--- config.mk ---
export PLATFORM = sky130hd
export DESIGN_NAME = line_test_scheduler
export DESIGN_NICKNAME = d
export VERILOG_FILES = /design/src/rtl/line_test_scheduler.sv
export SDC_FILE = /design/constraint.sdc
export NUM_CORES = 2
export LEC_CHECK = 0
export ABC_AREA = 0
export BUFFER_PORTS_ARGS = -buffer_cell sky130_fd_sc_hd__buf_2
export CORE_MARGIN = 2
export CORE_UTILIZATION = 50
export CTS_CLUSTER_SIZE = 20
export DETAILED_ROUTE_END_ITERATION = 10
export PLACE_DENSITY_LB_ADDON = 0.12
export SYNTH_ARGS = -nofsm -noshare
export SYNTH_HDL_FRONTEND = slang
export SYNTH_SLANG_ARGS = --single-unit
--- constraint.sdc ---
create_clock -name clk -period 6 [get_ports clk]
set_input_delay 1.2 -clock clk [delete_from_list [all_inputs] [get_ports clk]]
set_output_delay 1.2 -clock clk [all_outputs]
set_load 0.02 [all_outputs]
--- src/rtl/line_test_scheduler.sv ---
// line_test_scheduler: shares one combinational pixel_on_line tester across a table of line descriptors.
// Optional LINE_SCHED_EARLY_EXIT_EN: the scan ends on the first enabled hit instead of walking the whole table.
module line_test_scheduler #(
    parameter int NUM_LINES = 8
) (
    input  logic                           clk,
    input  logic                           rst_n,
    input  logic                           cfg_we,
    input  logic [$clog2(NUM_LINES)-1:0]   cfg_idx,
    input  logic                           cfg_en,
    input  logic signed [31:0]             cfg_x0,
    input  logic signed [31:0]             cfg_y0,
    input  logic signed [31:0]             cfg_xn,
    input  logic signed [31:0]             cfg_yn,
    input  logic signed [31:0]             cfg_mag,
    output logic                           cfg_busy,
    input  logic                           q_valid,
    output logic                           q_ready,
    input  logic signed [31:0]             q_x,
    input  logic signed [31:0]             q_y,
    output logic                           r_valid,
    input  logic                           r_ready,
    output logic                           r_hit,
    output logic [$clog2(NUM_LINES)-1:0]   r_idx,
    output logic signed [31:0]             dp_x,
    output logic signed [31:0]             dp_y,
    output logic signed [31:0]             dp_x0,
    output logic signed [31:0]             dp_y0,
    output logic signed [31:0]             dp_xn,
    output logic signed [31:0]             dp_yn,
    output logic signed [31:0]             dp_mag,
    input  logic                           dp_on_line
);

    localparam int IDX_W = $clog2(NUM_LINES);
    localparam logic [IDX_W-1:0] LAST_IDX = IDX_W'(NUM_LINES - 1);

    typedef enum logic [1:0] {
        IDLE,
        SCAN,
        DONE
    } state_t;

    state_t state;

    logic [NUM_LINES-1:0] tbl_en;
    logic signed [31:0]   tbl_x0  [NUM_LINES];
    logic signed [31:0]   tbl_y0  [NUM_LINES];
    logic signed [31:0]   tbl_xn  [NUM_LINES];
    logic signed [31:0]   tbl_yn  [NUM_LINES];
    logic signed [31:0]   tbl_mag [NUM_LINES];

    logic [IDX_W-1:0]   idx;
    logic signed [31:0] qx_q;
    logic signed [31:0] qy_q;
    logic               hit_now;
    logic               stop_scan;

    assign hit_now = dp_on_line & tbl_en[idx];

`ifdef LINE_SCHED_EARLY_EXIT_EN
    assign stop_scan = (idx == LAST_IDX) | hit_now;
`else
    assign stop_scan = (idx == LAST_IDX);
`endif

    // The tester sees the latched query and whichever entry idx currently selects.
    assign dp_x   = qx_q;
    assign dp_y   = qy_q;
    assign dp_x0  = tbl_x0[idx];
    assign dp_y0  = tbl_y0[idx];
    assign dp_xn  = tbl_xn[idx];
    assign dp_yn  = tbl_yn[idx];
    assign dp_mag = tbl_mag[idx];

    always_ff @(posedge clk or negedge rst_n) begin
        if (!rst_n) begin
            state    <= IDLE;
            idx      <= '0;
            qx_q     <= '0;
            qy_q     <= '0;
            q_ready  <= 1'b1;
            cfg_busy <= 1'b0;
            r_valid  <= 1'b0;
            r_hit    <= 1'b0;
            r_idx    <= '0;
            tbl_en   <= '0;
            for (int unsigned i = 0; i < NUM_LINES; i++) begin
                tbl_x0[i]  <= '0;
                tbl_y0[i]  <= '0;
                tbl_xn[i]  <= '0;
                tbl_yn[i]  <= '0;
                tbl_mag[i] <= '0;
            end
        end else begin
            case (state)
                IDLE: begin
                    // A write coincident with an accept lands before idx 0 is read, so the scan sees it.
                    if (cfg_we && (int'(cfg_idx) < NUM_LINES)) begin
                        tbl_en[cfg_idx]  <= cfg_en;
                        tbl_x0[cfg_idx]  <= cfg_x0;
                        tbl_y0[cfg_idx]  <= cfg_y0;
                        tbl_xn[cfg_idx]  <= cfg_xn;
                        tbl_yn[cfg_idx]  <= cfg_yn;
                        tbl_mag[cfg_idx] <= cfg_mag;
                    end
                    if (q_valid) begin
                        qx_q     <= q_x;
                        qy_q     <= q_y;
                        idx      <= '0;
                        r_hit    <= 1'b0;
                        r_idx    <= '0;
                        q_ready  <= 1'b0;
                        cfg_busy <= 1'b1;
                        state    <= SCAN;
                    end
                end
                SCAN: begin
                    if (hit_now && !r_hit) begin
                        r_hit <= 1'b1;
                        r_idx <= idx;
                    end
                    if (stop_scan) begin
                        r_valid <= 1'b1;
                        state   <= DONE;
                    end else begin
                        idx <= idx + IDX_W'(1);
                    end
                end
                DONE: begin
                    if (r_ready) begin
                        r_valid  <= 1'b0;
                        q_ready  <= 1'b1;
                        cfg_busy <= 1'b0;
                        state    <= IDLE;
                    end
                end
                default: state <= IDLE;
            endcase
        end
    end

endmodule
==> run_results.csv <==
group,metric,value,unit
outcome,status,"finished, final reports clean",
synthesis,synthFlopType,"dfrtp_1",
sta,hold_violations,0,
synthesis,synth_area,0.0600,mm²
finish,fill_cells,9462,
clock_network,cts.sinks,1364,
floorplanning,die-area,0.123,mm²
floorplanning,die_height,350,µm
clock_network,cts-resized-gates,0,
global_route,gr-total-overflow,0,
sta,setup_tns,0,ps
synthesis,synth_nets,3865,
synthesis,synth_area_leaders,"dfrtp_1 (57%), mux2_2 (27%), mux4_2 (12%)",
clock_network,numCtsBuffers,149,
synthesis,synth_cell_types,31,
placement,place_congestion,0.734,
finish,fin_nets,4305,
sta,drv_slew,0,
critical_path,crit_fanout,54,
synthesis,synthArstFlopShare,1.00,
clock_network,post_cts_buffers,0,
floorplanning,ios,465,
critical_path,start_kind,"flip-flop",
power_and_ir_drop,p_per_area,565,mW/mm²
critical_path,max_stage_delay,1020,ps
global_route,first_global_vias,35100,
power_and_ir_drop,power.total,0.0391,W
critical_path,cp_data_arrival_time,3370,ps
global_route,grt_start_max_net_pins,147,
synthesis,synth_top_area_frac,0.569,
clock_network,cts_tree,"yes",
synthesis,ys.warnings.count,0,
clock_network,cts.path.max_buffers,3,
critical_path,r2r-end,"tbl_x0[153]$_DFFE_PN0P_",
critical_path,reg2reg_from,"state[0]$_DFFE_PN0P_",
sta,fmax,219,MHz
placement,portBuffers,464,
critical_path,timing.setup.critical_path_class,"reg2out",
synthesis,yosysTopAreaCell,"dfrtp_1",
finish,instances_no_fill,5800,
detailed_routing,post-route-drc-count,0,
floorplanning,num_rows,127,
global_route,grt_pass1_wl,214000,µm
clock_network,root_buffer,"clkbuf_16",
sta,min_period,4570,ps
sta,setup_viol,0,
sta,relSlewSlack,0.228,
finish,ff_latch_area,0.0341,mm²
synthesis,synth_enable_flop_cells,0,
synthesis,syn_area_per_cell,16.5,µm²
sta,fin_ws,1430,ps
sta,finalCritPeriodShare,0.762,
detailed_routing,wl_per_cell,23.7,µm
critical_path,ff2ff_path_depth,5,
floorplanning,core_area,0.119,mm²
detailed_routing,routed_wl,137000,µm
sta,worst_pin_slew,1150,ps
power_and_ir_drop,p_leak,32.2,nW
sta,rsz0062_at_grt,"no",
detailed_routing,viasPerCell,5.69,
finish,syn_to_final_growth,15.3,%
detailed_routing,antenna_left,0,
placement,dp_cells,5530,
placement,preCtsSetupSlack,2160,ps
critical_path,cp-end-kind,"primary output",
synthesis,synth-seq-cells,1364,
detailed_routing,vias,33000,
sta,skew,30.3,ps
floorplanning,initial_core_util,0.502,
clock_network,htree_levels,4,
power_and_ir_drop,peakVddDrop,0.000352,V
clock_network,clk_pin_slew_worst_paths,60,ps
finish,drive_above_1_share,0.605,
min_path,holdCritPathClass,"in2async",
detailed_routing,dr.pass1.iters,4,
global_route,antenna_found_initial,37,
run,maxCapViolCount,0,
synthesis,synth_cells,3629,
global_route,grt.total_usage,0.227,
detailed_routing,drt_iter0_markers,1401,
clock_network,cts_hold_buf,0,
floorplanning,die_w,350,µm
finish,multi_input_area,0.0247,mm²
synthesis,yosysSeqAreaShare,0.569,
placement,dp_hpwl,79600,µm
critical_path,slowest_stage,"dfrtp_4",
critical_path,crit_chain,"buf_12 -> mux4_2 -> mux2_2 -> buf_2",
clock_network,clk_latency,770,ps
critical_path,cp.required,4800,ps
critical_path,r2r_slack,2860,ps
cells in the mapped netlist (3+ instances only):
library cell     n
mux2_2        1432
dfrtp_1       1363
mux4_2         324
nand2_1        202
buf_2          100
clkbuf_1        78
buf_4           36
buf_1           30
mux2_1          17
nor2_1           6
a21oi_1          5
a22o_1           5
inv_1            3
nand2b_1         3
nand3_1          3
o21ai_0          3
where the power goes:
part | total, W | internal, W | leakage (nW) | switching (W)
Sequential | 0.0158 | 0.0135 | 17.7 | 0.00229
Combinational | 0.0142 | 0.00799 | 12.2 | 0.00626
Clock | 0.00905 | 0.00537 | 2.41 | 0.00368
Total | 0.0391 | 0.0268 | 32.2 | 0.0122
through the flow:
step           cell area, µm²  hold slack [ps]  utilization
2_1_floorplan           60000              453            -
3_3_place_gp            64200              452        0.538
3_5_place_dp            64200              456        0.538
4_1_cts                 69100              470        0.578
5_1_grt                 69100              485        0.579
6_report                69100              467        0.579
critical path, delay by kind of cell, from the launching register on:
kind                   cells  cell delay (ps)
DFF                        1             1020
muxes                      2              850
buffers and inverters      2              630
cell families after synthesis:
| group | count (synthesis) | synth area share |
|---|---|---|
| compound gates | 18 | 0.00200 |
| fa+ha+maj | 2 | 0.000417 |
| buf+inv | 247 | 0.0198 |
| flops | 1364 | 0.569 |
| mux | 1774 | 0.394 |
| simple gates | 224 | 0.0150 |
routing by layer:
layer / global-route usage / up-vias / wire, µm
li1: - / 14400 / -
met4: 0.0585 / 34 / 2970
met3: 0.0533 / 239 / 7240
met1: 0.306 / 17700 / 60200
met2: 0.372 / 631 / 66600
met5: 0 / - / 224
how the worst max path moves through the flow:
| stage | start | end | cells past startpoint |
|---|---|---|---|
| finish | idx[0]$_DFFE_PN0P_ | dp_y0[10] | 4 |
| detailed placement | idx[0]$_DFFE_PN0P_ | dp_y0[10] | 4 |
| global placement | cfg_idx[1] | tbl_y0[93]$_DFFE_PN0P_ | 5 |
| global route | idx[0]$_DFFE_PN0P_ | dp_y0[10] | 4 |
| floorplan | idx[0]$_DFFE_PN0P_ | dp_mag[27] | 4 |
| CTS | idx[0]$_DFFE_PN0P_ | dp_y0[10] | 4 |
sequential cells by signal, indices dropped and copies added (netlist names), 3 cells and up:
name     flops
tbl_xn     256
tbl_en       8
tbl_x0     256
tbl_yn     256
tbl_mag    256
dp_y        32
r_idx        3
tbl_y0     256
idx          3
dp_x        32
cell type report:
class                           instances  share of cell area
Clock inverter                         34             0.00503
Multi-Input combinational cell       2018               0.358
Tap cell                             1612              0.0292
Clock buffer                          229              0.0656
Timing Repair Buffer                  533              0.0484
Inverter                                3            0.000163
Antenna cell                            7            0.000253
Sequential cell                      1364               0.494
cell usage in the layout (no fill, tap or decap), types with 5 or more instances in the layout:
cell type | Yosys | final
a21oi_1 | 5 | 5
a22o_1 | 5 | 5
buf_12 | 0 | 40
buf_2 | 100 | 463
buf_4 | 36 | 30
clkbuf_1 | 78 | 35
clkbuf_16 | 0 | 154
clkbuf_8 | 0 | 40
clkinv_2 | 0 | 19
clkinv_8 | 0 | 5
dfrtp_1 | 1363 | 1360
diode_2 | 0 | 7
inv_6 | 0 | 5
mux2_1 | 17 | 17
mux2_2 | 1432 | 1432
mux4_2 | 324 | 324
nand2_1 | 202 | 201
No activity file was read; power rests on OpenSTA's default activity.
